`config.mk`:
```
export PLATFORM = sky130hd
export DESIGN_NAME = clk_div_bank
export DESIGN_NICKNAME = d
export VERILOG_FILES = /design/src/rtl/clk_div_pkg.sv /design/src/rtl/div_channel.sv /design/src/rtl/clk_div_bank.sv
export SDC_FILE = /design/constraint.sdc
export NUM_CORES = 1
export LEC_CHECK = 0
export ABC_AREA = 1
export BUFFER_PORTS_ARGS = -buffer_cell sky130_fd_sc_hd__buf_2
export CAP_MARGIN = 20
export CORE_ASPECT_RATIO = 1.1
export CORE_MARGIN = 2
export CORE_UTILIZATION = 69
export CTS_CLUSTER_SIZE = 25
export DETAILED_ROUTE_END_ITERATION = 10
export GPL_TIMING_DRIVEN = 0
export PLACE_DENSITY = 0.87
export SETUP_SLACK_MARGIN = 0.3
export SKIP_LAST_GASP = 1
export SLEW_MARGIN = 5
export SYNTH_ARGS = -nofsm -noshare
export SYNTH_HDL_FRONTEND = slang
export SYNTH_SLANG_ARGS = --single-unit
```
`constraint.sdc`:
```
create_clock -name clk -period 3.3 [get_ports clk]
set_input_delay 0.165 -clock clk [delete_from_list [all_inputs] [get_ports clk]]
set_output_delay 0.165 -clock clk [all_outputs]
set_load 0.02 [all_outputs]
```
`src/rtl/clk_div_pkg.sv`:
```
// rtl/clk_div_pkg.sv - shared constants and helpers for the clock divider bank
//
// Purpose : default widths/divisor, update-mode encoding and the channel-index
//           width helper used by clk_div_bank and div_channel.
// Ports   : none (package).

package clk_div_pkg;

    localparam int CNT_W_DEFAULT    = 32;
    localparam int DIV_INIT_DEFAULT = 50_000;

    // cfg_mode encoding: deferred updates wait for the channel's next wrap,
    // immediate updates restart the channel's count on the next edge.
    typedef enum logic {
        CFG_MODE_DEFERRED  = 1'b0,
        CFG_MODE_IMMEDIATE = 1'b1
    } cfg_mode_e;

    // Channel-select width; a single-channel bank still gets a 1-bit select
    // so that cfg_ch = 1 can be recognised as out of range.
    function automatic int ch_width(input int n);
        return (n > 1) ? $clog2(n) : 1;
    endfunction

endpackage

```
`src/rtl/div_channel.sv`:
```
// rtl/div_channel.sv - one divider slice: counter, divisor, pending divisor
//
// Purpose : counts enabled cycles, wraps at div-1, toggles clk_div and pulses
//           tick on each wrap; accepts immediate or deferred divisor loads.
// Ports   : clk, rst (async active-low)
//           en        run enable
//           clr       synchronous phase-align clear (highest priority)
//           load      accepted divisor update for this channel
//           load_mode 0 = deferred, 1 = immediate
//           load_div  new divisor (>= 1, checked by the bank)
//           tick      one-cycle pulse on wrap (registered)
//           clk_div   divided square wave (registered)
//           pend      a deferred divisor is waiting for the next wrap

module div_channel
    import clk_div_pkg::*;
#(
    parameter int CNT_W    = CNT_W_DEFAULT,
    parameter int DIV_INIT = DIV_INIT_DEFAULT
) (
    input  logic             clk,
    input  logic             rst,
    input  logic             en,
    input  logic             clr,
    input  logic             load,
    input  logic             load_mode,
    input  logic [CNT_W-1:0] load_div,
    output logic             tick,
    output logic             clk_div,
    output logic             pend
);

    logic [CNT_W-1:0] cnt;
    logic [CNT_W-1:0] div;
    logic [CNT_W-1:0] pdiv;
    logic             wrap;
    logic             load_now;

    // div is never 0 (reset value >= 1 and the bank rejects 0), so div-1
    // never underflows.
    assign wrap = (cnt == div - CNT_W'(1));

    // A deferred load to a stopped channel would otherwise wait forever for
    // a wrap, so it takes effect straight away like an immediate load.
    assign load_now = load && ((load_mode == CFG_MODE_IMMEDIATE) || !en);

    always_ff @(posedge clk or negedge rst) begin
        if (!rst) begin
            cnt     <= '0;
            div     <= CNT_W'(DIV_INIT);
            pdiv    <= CNT_W'(DIV_INIT);
            pend    <= 1'b0;
            tick    <= 1'b0;
            clk_div <= 1'b0;
        end else begin
            tick <= 1'b0;
            if (clr) begin
                cnt     <= '0;
                clk_div <= 1'b0;
                if (pend) begin
                    div  <= pdiv;
                    pend <= 1'b0;
                end
            end else if (load_now) begin
                // Restart the period with the new divisor; the output level
                // is kept and no tick is issued even if this was a wrap edge.
                div  <= load_div;
                cnt  <= '0;
                pend <= 1'b0;
            end else begin
                if (en) begin
                    if (wrap) begin
                        cnt     <= '0;
                        clk_div <= ~clk_div;
                        tick    <= 1'b1;
                        if (pend) begin
                            div  <= pdiv;
                            pend <= 1'b0;
                        end
                    end else begin
                        cnt <= cnt + CNT_W'(1);
                    end
                end else if (pend) begin
                    // Channel was stopped while an update was waiting.
                    div  <= pdiv;
                    pend <= 1'b0;
                    cnt  <= '0;
                end

                // Loads only arrive while pend is clear, so this never races
                // with the pending-apply above.
                if (load) begin
                    pdiv <= load_div;
                    pend <= 1'b1;
                end
            end
        end
    end

endmodule

```
`src/rtl/clk_div_bank.sv`:
```
// rtl/clk_div_bank.sv - bank of NUM_CH programmable clock dividers
//
// Purpose : NUM_CH independent divider channels sharing one configuration
//           port; decodes the update handshake, rejects bad updates and
//           fans loads out to the addressed channel.
// Ports   : clk, rst (async active-low)
//           en[NUM_CH]      per-channel run enable
//           sync_clr        phase-align clear of all channels
//           cfg_valid/ready divisor update handshake
//           cfg_ch          target channel
//           cfg_div         new half-period in clk cycles
//           cfg_mode        0 = deferred, 1 = immediate
//           tick[NUM_CH]    one-cycle pulse per half-period
//           clk_div[NUM_CH] divided square wave
//           cfg_err         one-cycle pulse after a rejected update

module clk_div_bank
    import clk_div_pkg::*;
#(
    parameter  int NUM_CH   = 4,
    parameter  int CNT_W    = CNT_W_DEFAULT,
    parameter  int DIV_INIT = DIV_INIT_DEFAULT,
    localparam int CH_W     = ch_width(NUM_CH)
) (
    input  logic              clk,
    input  logic              rst,
    input  logic [NUM_CH-1:0] en,
    input  logic              sync_clr,
    input  logic              cfg_valid,
    output logic              cfg_ready,
    input  logic [CH_W-1:0]   cfg_ch,
    input  logic [CNT_W-1:0]  cfg_div,
    input  logic              cfg_mode,
    output logic [NUM_CH-1:0] tick,
    output logic [NUM_CH-1:0] clk_div,
    output logic              cfg_err
);

    logic [NUM_CH-1:0]        pend;
    logic [NUM_CH-1:0]        load;
    logic [(1 << CH_W)-1:0]   pend_ext;
    logic                     cfg_accept;
    logic                     cfg_bad;
    logic                     cfg_ok;

    // Zero-pad the pending flags to the full select range so an
    // out-of-range cfg_ch reads "not pending" and can complete (and be
    // rejected) instead of stalling the port.
    always_comb begin
        pend_ext             = '0;
        pend_ext[NUM_CH-1:0] = pend;
    end

    assign cfg_ready  = !sync_clr && !pend_ext[cfg_ch];
    assign cfg_accept = cfg_valid && cfg_ready;
    assign cfg_bad    = (cfg_div == '0) || ({1'b0, cfg_ch} >= (CH_W + 1)'(NUM_CH));
    assign cfg_ok     = cfg_accept && !cfg_bad;

    always_comb begin
        load = '0;
        for (int i = 0; i < NUM_CH; i++) begin
            if (cfg_ok && (cfg_ch == CH_W'(i))) begin
                load[i] = 1'b1;
            end
        end
    end

    always_ff @(posedge clk or negedge rst) begin
        if (!rst) begin
            cfg_err <= 1'b0;
        end else begin
            cfg_err <= cfg_accept && cfg_bad;
        end
    end

    for (genvar i = 0; i < NUM_CH; i++) begin : g_ch
        div_channel #(
            .CNT_W    (CNT_W),
            .DIV_INIT (DIV_INIT)
        ) u_ch (
            .clk       (clk),
            .rst       (rst),
            .en        (en[i]),
            .clr       (sync_clr),
            .load      (load[i]),
            .load_mode (cfg_mode),
            .load_div  (cfg_div),
            .tick      (tick[i]),
            .clk_div   (clk_div[i]),
            .pend      (pend[i])
        );
    end

endmodule

```
After elaboration in Yosys (flattened, before gate mapping)
Index checks and enable logic that the tools add are counted.
{"block": "totals", "register_bits": 397, "out_inout_bits": 10}
{"block": "op_classes", "bitwise": 9, "add_sub_neg": 8, "order_cmp": 1, "muxes": 98, "n_reduce_logical": 45, "n_eq_ne": 19}
{"op": "$mux W32", "count": 40}
{"op": "$add A32 B1 Y32 const B", "count": 4}
{"op": "$eq A32 B32 Y1", "count": 4}
{"op": "$sub A32 B1 Y32 const B", "count": 4}
{"op": "$mux W1", "count": 57}
{"op": "$logic_not A32 Y1", "count": 1}
{"op": "$reduce_and A3 Y1", "count": 8}
{"op": "$ne A5 B1 Y1 const B", "count": 4}
{"op": "$ne A4 B1 Y1 const B", "count": 4}
{"op": "$reduce_bool A2 Y1", "count": 8}
{"op": "$reduce_bool A4 Y1", "count": 4}
{"op": "$logic_and A1 B1 Y1", "count": 12}
{"op": "$not A1 Y1", "count": 9}
{"op": "$ne A2 B2 Y1 const B", "count": 4}
{"op": "$logic_not A1 Y1", "count": 7}
{"op": "$eq A2 B2 Y1 const B", "count": 2}
{"op": "$logic_or A1 B1 Y1", "count": 4}
{"op": "$lt A2 B3 Y1 const B", "count": 1}
{"op": "$bmux W1 S2", "count": 1}
{"op": "$eq A2 B1 Y1 const B", "count": 1}
{"op": "$logic_not A2 Y1", "count": 1}

Logic depth before layout (Yosys ltp)
{"block": "logic_depth", "word_depth": 11, "depth_mapped": 19}

Hierarchy
From an unflattened synthesis, not the netlist that was laid out.
{"block": "unflattened", "cells_unflattened": 3940, "area_unflattened_um2": 26784.4}
{"module": "div_channel (g_ch[0].u_ch ...)", "instances": 2, "area_each_um2": 6552.5, "cells_per_inst": 956}
{"module": "div_channel (g_ch[3].u_ch)", "instances": 1, "area_each_um2": 6789.0, "cells_per_inst": 1007}
{"module": "div_channel (g_ch[2].u_ch)", "instances": 1, "area_each_um2": 6573.8, "cells_per_inst": 952}
{"module": "clk_div_bank", "instances": 1, "area_each_um2": 316.6, "cells_per_inst": 69}

Worst setup path before layout
Ideal clock, no wire load.
{"block": "synth_timing", "kind": "flip-flop to flip-flop", "start": "register g_ch[0].u_ch.div[0]", "end": "register g_ch[0].u_ch.cnt[11]", "stages_incl_launch_ff": 19, "required_ps": 3173, "arrival_ps": 2132, "path_buffers": 3, "path_slack_ps": 1041, "path_cell_list": "dfrtp_1 inv_2 ha_1 nand3_4 nor2_2 buf_4 nand2_2 nand2_1 nand2_1 nor2_1 nand2_1 nor2_1 nand2_1 nor2_2 nand2_2 nand3_4 buf_12 buf_6 a21oi_2"}
{"block": "synth_between", "elab_chain_len": 6}
{"item": "start, declared", "line": "div_channel.sv:34", "rtl": "logic [CNT_W-1:0] div;"}
{"item": "start signal, assigned", "line": "div_channel.sv:50", "rtl": "div <= CNT_W'(DIV_INIT);"}
{"item": "start signal, assigned", "line": "div_channel.sv:61", "rtl": "div <= pdiv;"}
{"item": "start signal, assigned", "line": "div_channel.sv:67", "rtl": "div <= load_div;"}
{"item": "$sub A32 B1 Y32", "line": "div_channel.sv:41", "rtl": "assign wrap = (cnt == div - CNT_W'(1));"}
{"item": "$eq A32 B32 Y1", "line": "div_channel.sv:41"}
{"item": "$mux W32", "line": "div_channel.sv:72", "rtl": "if (wrap) begin"}
{"item": "$mux W32", "line": "div_channel.sv:71", "rtl": "if (en) begin"}
{"item": "$mux W32", "line": "div_channel.sv:64", "rtl": "end else if (load_now) begin"}
{"item": "$mux W32", "line": "div_channel.sv:57", "rtl": "if (clr) begin"}
{"item": "end signal, assigned", "line": "div_channel.sv:81", "rtl": "cnt <= cnt + CNT_W'(1);"}
{"item": "end, declared", "line": "div_channel.sv:33", "rtl": "logic [CNT_W-1:0] cnt;"}
No other way between the ends.
A chain may end at the register's enable or synchronous reset.

Worst setup path in the final report
{"block": "layout_timing", "start": "register g_ch[2].u_ch.pend", "end": "register g_ch[3].u_ch.div[29]"}
{"block": "layout_between", "elab_chain_len": 11, "word_cells_on_any_way": 12, "cone_classes": "1 x eq/ne; 5 x mux; 6 x reduce/logical"}
{"item": "start, declared", "line": "div_channel.sv:30", "rtl": "output logic pend"}
{"item": "start signal, assigned", "line": "div_channel.sv:52", "rtl": "pend <= 1'b0;"}
{"item": "start signal, assigned", "line": "div_channel.sv:62", "rtl": "pend <= 1'b0;"}
{"item": "start signal, assigned", "line": "div_channel.sv:69", "rtl": "pend <= 1'b0;"}
{"item": "$bmux W1 S2 (*)", "line": "clk_div_bank.sv:54", "rtl": "assign cfg_ready = !sync_clr && !pend_ext[cfg_ch];"}
{"item": "$mux W1 (implied by the code) (*)", "line": "clk_div_bank.sv:54"}
{"item": "$logic_not A1 Y1 (*)", "line": "clk_div_bank.sv:54"}
{"item": "$logic_and A1 B1 Y1 (*)", "line": "clk_div_bank.sv:54"}
{"item": "$logic_and A1 B1 Y1 (*)", "line": "clk_div_bank.sv:55", "rtl": "assign cfg_accept = cfg_valid && cfg_ready;"}
{"item": "$logic_and A1 B1 Y1 (*)", "line": "clk_div_bank.sv:57", "rtl": "assign cfg_ok = cfg_accept && !cfg_bad;"}
{"item": "$logic_and A1 B1 Y1 (*)", "line": "clk_div_bank.sv:62", "rtl": "if (cfg_ok && (cfg_ch == CH_W'(i))) begin"}
{"item": "$mux W1 (*)", "line": "clk_div_bank.sv:62"}
{"item": "$logic_and A1 B1 Y1 (*)", "line": "div_channel.sv:45", "rtl": "assign load_now = load && ((load_mode == CFG_MODE_IMMEDIATE) || !en);"}
{"item": "$mux W32", "line": "div_channel.sv:64"}
{"item": "$mux W32", "line": "div_channel.sv:57"}
{"item": "end signal, assigned", "line": "div_channel.sv:50"}
{"item": "end signal, assigned", "line": "div_channel.sv:61"}
{"item": "end signal, assigned", "line": "div_channel.sv:67"}
{"item": "end, declared", "line": "div_channel.sv:34"}
Every way passes the cells marked *; elsewhere a longest branch is shown, timed or not. The select of a mux whose other input is x is not followed.

==> flow_summary.toml <==
[logic_synthesis]
async_reset_ff_frac = 1.000
synth_compound_area_frac = 0.1407
synth_edf_count = 0
synth-seq-area-share = 0.3766
ys_warn_count = 0
synth.avg_cell_area_um2 = 6.997
netlist.area_leader.share = 0.3291
synth_area_leaders = "dfrtp_1 (33%), nand2_1 (15%), xor2_1 (5.9%)"
synth_adder_area_share = 0.003772
ys.flop_type = "dfrtp_1"
netlist_area_um2 = 26540
netlist_top_cells_count = "nand2_1 (1090), nor2_1 (415), inv_1 (350)"
synth.largest_area_cell = "dfrtp_1"
synth.most_common_cell = "nand2_1"
ys_seq_elements = 397
postSynthCellCount = 3793
synth.distinct_cells = 54
synth_xor_area_frac = 0.07590
synth_top_family_by_area = "simple AND/OR/NAND/NOR gates"
syn-num-nets = 3844
synth_simple_gate_area_frac = 0.3150
synth.area.mux_share = 0

[detailed_routing]
antenna_left = 0
num_vias = 26300
drt_iter0_markers = 2515
first_pass_iters = 9
viasPerCell = 5.907
wirelength_mm = 81.97
drc = 0
wl_per_cell_um = 18.41

[global_route]
antenna_found_initial = 0
grt_pass1_wl_mm = 130.3
grt-ovfl-total = 0
grt_max_degree = 96
grt_pass1_vias = 25030
grtUsageTotal = 0.4149

[critical_path]
critical_path_arrival_ps = 3440
required_ps = 3770
reg2reg_depth = 14
path_buf_inv = 4
cp_slowest_cell = "dfrtp_1"
crit_path_end_kind = "register"
timing.rr.start = "g_ch[2].u_ch.pend"
cp-start-kind = "register"
crit_family = "simple AND/OR/NAND/NOR gates"
endpoint = "g_ch[3].u_ch.div[29]"
cpMostUsedCell = "nand2_1"
worstSetupPathDepth = 14
cp_max_fo = 10
r2r_end = "g_ch[3].u_ch.div[29]"
crit_type = "register to register"
crit_chain = "clkbuf_1 -> nand2_1 -> nand3_1 -> nor2_2 -> nand2_1 -> inv_2 -> nand3_1 -> nor2_4 -> inv_2 -> clkbuf_1 -> o211ai_1 -> o21ai_0 -> nand2_1 -> o21ai_1"
reg2reg_slack_ps = 330
critPathMaxStageDelay_ps = 360
critPathLaunch = "g_ch[2].u_ch.pend"

[sta]
finalSetupTns_ps = 0
fin_skew_ps = 21.47
final-setup-viol-count = 0
slew_headroom = 0.4299
fin_crit_ps = 2972
rsz0062_at_grt = "true"
timing.fmax_mhz = 336.4
period_share = 0.9007
slew_violations = 0
worst_pin_slew_ps = 855.2
finalHoldViolCount = 0

[clock_network]
clockRootBuffer = "clkbuf_16"
cts_max_level = 2
cts_sinks = 397
cts_buffers = 42
cts_buffer_depth = 3
cts_tree = "built"
path_clk_slew_ps = 60
clkLatencyLatePin_ps = 590

[finish]
antennaDiodeCount = 0
num-nets-final = 3970
area_delta_synth_final_pct = 10.58
drive_gt1_frac = 0.1015
layoutNonFillerInstCount = 4452

[hold_path]
hold_class = "input pin to register"
hp-start = "cfg_div[10]"

[floorplan]
die_area_um2 = 40050
die_x_um = 191.0
core_um2 = 38010
chipHeight_um = 209.7
io-pin-count = 53
std_cell_rows = 75
floorplan.initialDensity = 0.6983

[outcome]
status = "complete, no violations"

[pwr]
ir_drop_uv = 572.7
power.density_nw_per_um2 = 595.0
p_leak_nw = 14.09

[placement]
io_buffers = 51
hpwlAfterDp_mm = 59.64
place_congestion = 1.001
dp.cells = 4348

[flow_run]
cap_viol_max_count = 0
==> flip-flops by register name, summed over array words and instances (netlist names) <==
| name | count |
|---|---|
| g_ch.u_ch.cnt | 128 |
| g_ch.u_ch.div | 128 |
| g_ch.u_ch.pdiv | 128 |
| g_ch.u_ch.clk_div | 4 |
| g_ch.u_ch.pend | 4 |
| g_ch.u_ch.tick | 4 |
| cfg_err | 1 |
==> per-stage QoR <==
step	hold WS (ps)	area, µm²	setup WS (ps)	utilization	power, mW
global placement	466.3	27420	-5458	0.7215	11.98
global route	50.01	29350	273.0	0.7722	18.46
CTS	1.392	29280	309.9	0.7703	17.24
finish	35.04	29350	327.8	0.7722	17.46
floorplan	-130.6	26540	1041	-	10.54
detailed placement	149.2	27540	305.4	0.7246	12.10
==> cell usage in the layout (no fill, tap or decap), drive strengths merged, types with 2 or more instances in the layout <==
cell	netlist	final
a21boi	2	2
a31oi	22	22
nor3b	5	5
o211ai	105	105
nand2	1119	1119
nand3	201	201
or2	7	7
clkbuf	88	153
ha	8	8
inv	381	381
clkinv	4	14
nor4	7	7
bufinv	0	4
o21ai	394	394
nor2	447	447
dfstp	48	48
dfrtp	349	349
a22oi	2	2
nand3b	25	25
nor3	53	53
xor2	178	178
o21bai	19	19
o22ai	2	2
buf	74	128
and3	4	4
xnor2	52	52
a21oi	103	103
dlygate4sd3	0	25
and2	6	6
nand4	86	86
==> worst min-delay path by stage <==
stage	depth (start not counted)	end	slack, ps
6_report	5	g_ch[2].u_ch.div[10]	40
5_1_grt	3	g_ch[3].u_ch.pdiv[6]	50
4_1_cts	3	g_ch[1].u_ch.tick	1
3_5_place_dp	1	g_ch[3].u_ch.cnt[25]	150
3_3_place_gp	2	g_ch[0].u_ch.pdiv[20]	470
2_1_floorplan	0	cfg_err	-130
==> cells by family (layout without fill, tap and decap cells) <==
kind of cell,Yosys count,count (layout)
and+or+nand+nor,1961,1961
buffers and inverters,547,706
adders and majority gates,8,8
AOI/OAI and AO/OA,650,650
DFF,397,397
xor gates and xnor gates,230,230
==> per-layer routing <==
layer,routed length (µm),global-route usage,vias to the layer above,share of wire
li1,-,-,12540,-
met5,40,0,-,0.00049
met2,37340,0.6583,1349,0.46
met4,5713,0.2711,2,0.070
met1,32350,0.5243,12090,0.39
met3,6526,0.06990,324,0.080
==> area by class of cell <==
class	count	area, µm²
clock buffer	62	1300
sequential	397	9995
clock inverter	15	185.2
timing repair buffer	82	640.6
tap	500	625.6
inverter	385	1445
fill	2946	8658
multi-input combinational	2849	14260
buffer	162	899.6
==> power by group <==
part / total (mW) / switching (mW) / internal [mW]
combinational: 5.91 / 3.86 / 2.05
clock: 5.14 / 2.10 / 3.04
sequential: 6.41 / 0.802 / 5.61
total: 17.5 / 6.76 / 10.7
==> worst min-delay path: cells and delay by family <==
family / cells / cell delay (ps)
AND/OR/NAND/NOR: 3 / 220
AO/OA/AOI/OAI: 1 / 50
buffers and inverters: 1 / 140
==> timing repair <==
item / 4_1_cts / 5_1_grt
hold buffers: 25 / 0
setup endpoints to repair: 2 / 195
setup buffers: 0 / 2
pin swaps: 0 / 2
gates resized for setup: 2 / 22
hold endpoints to repair: 95 / 0
(Power assumes the default switching activity.)
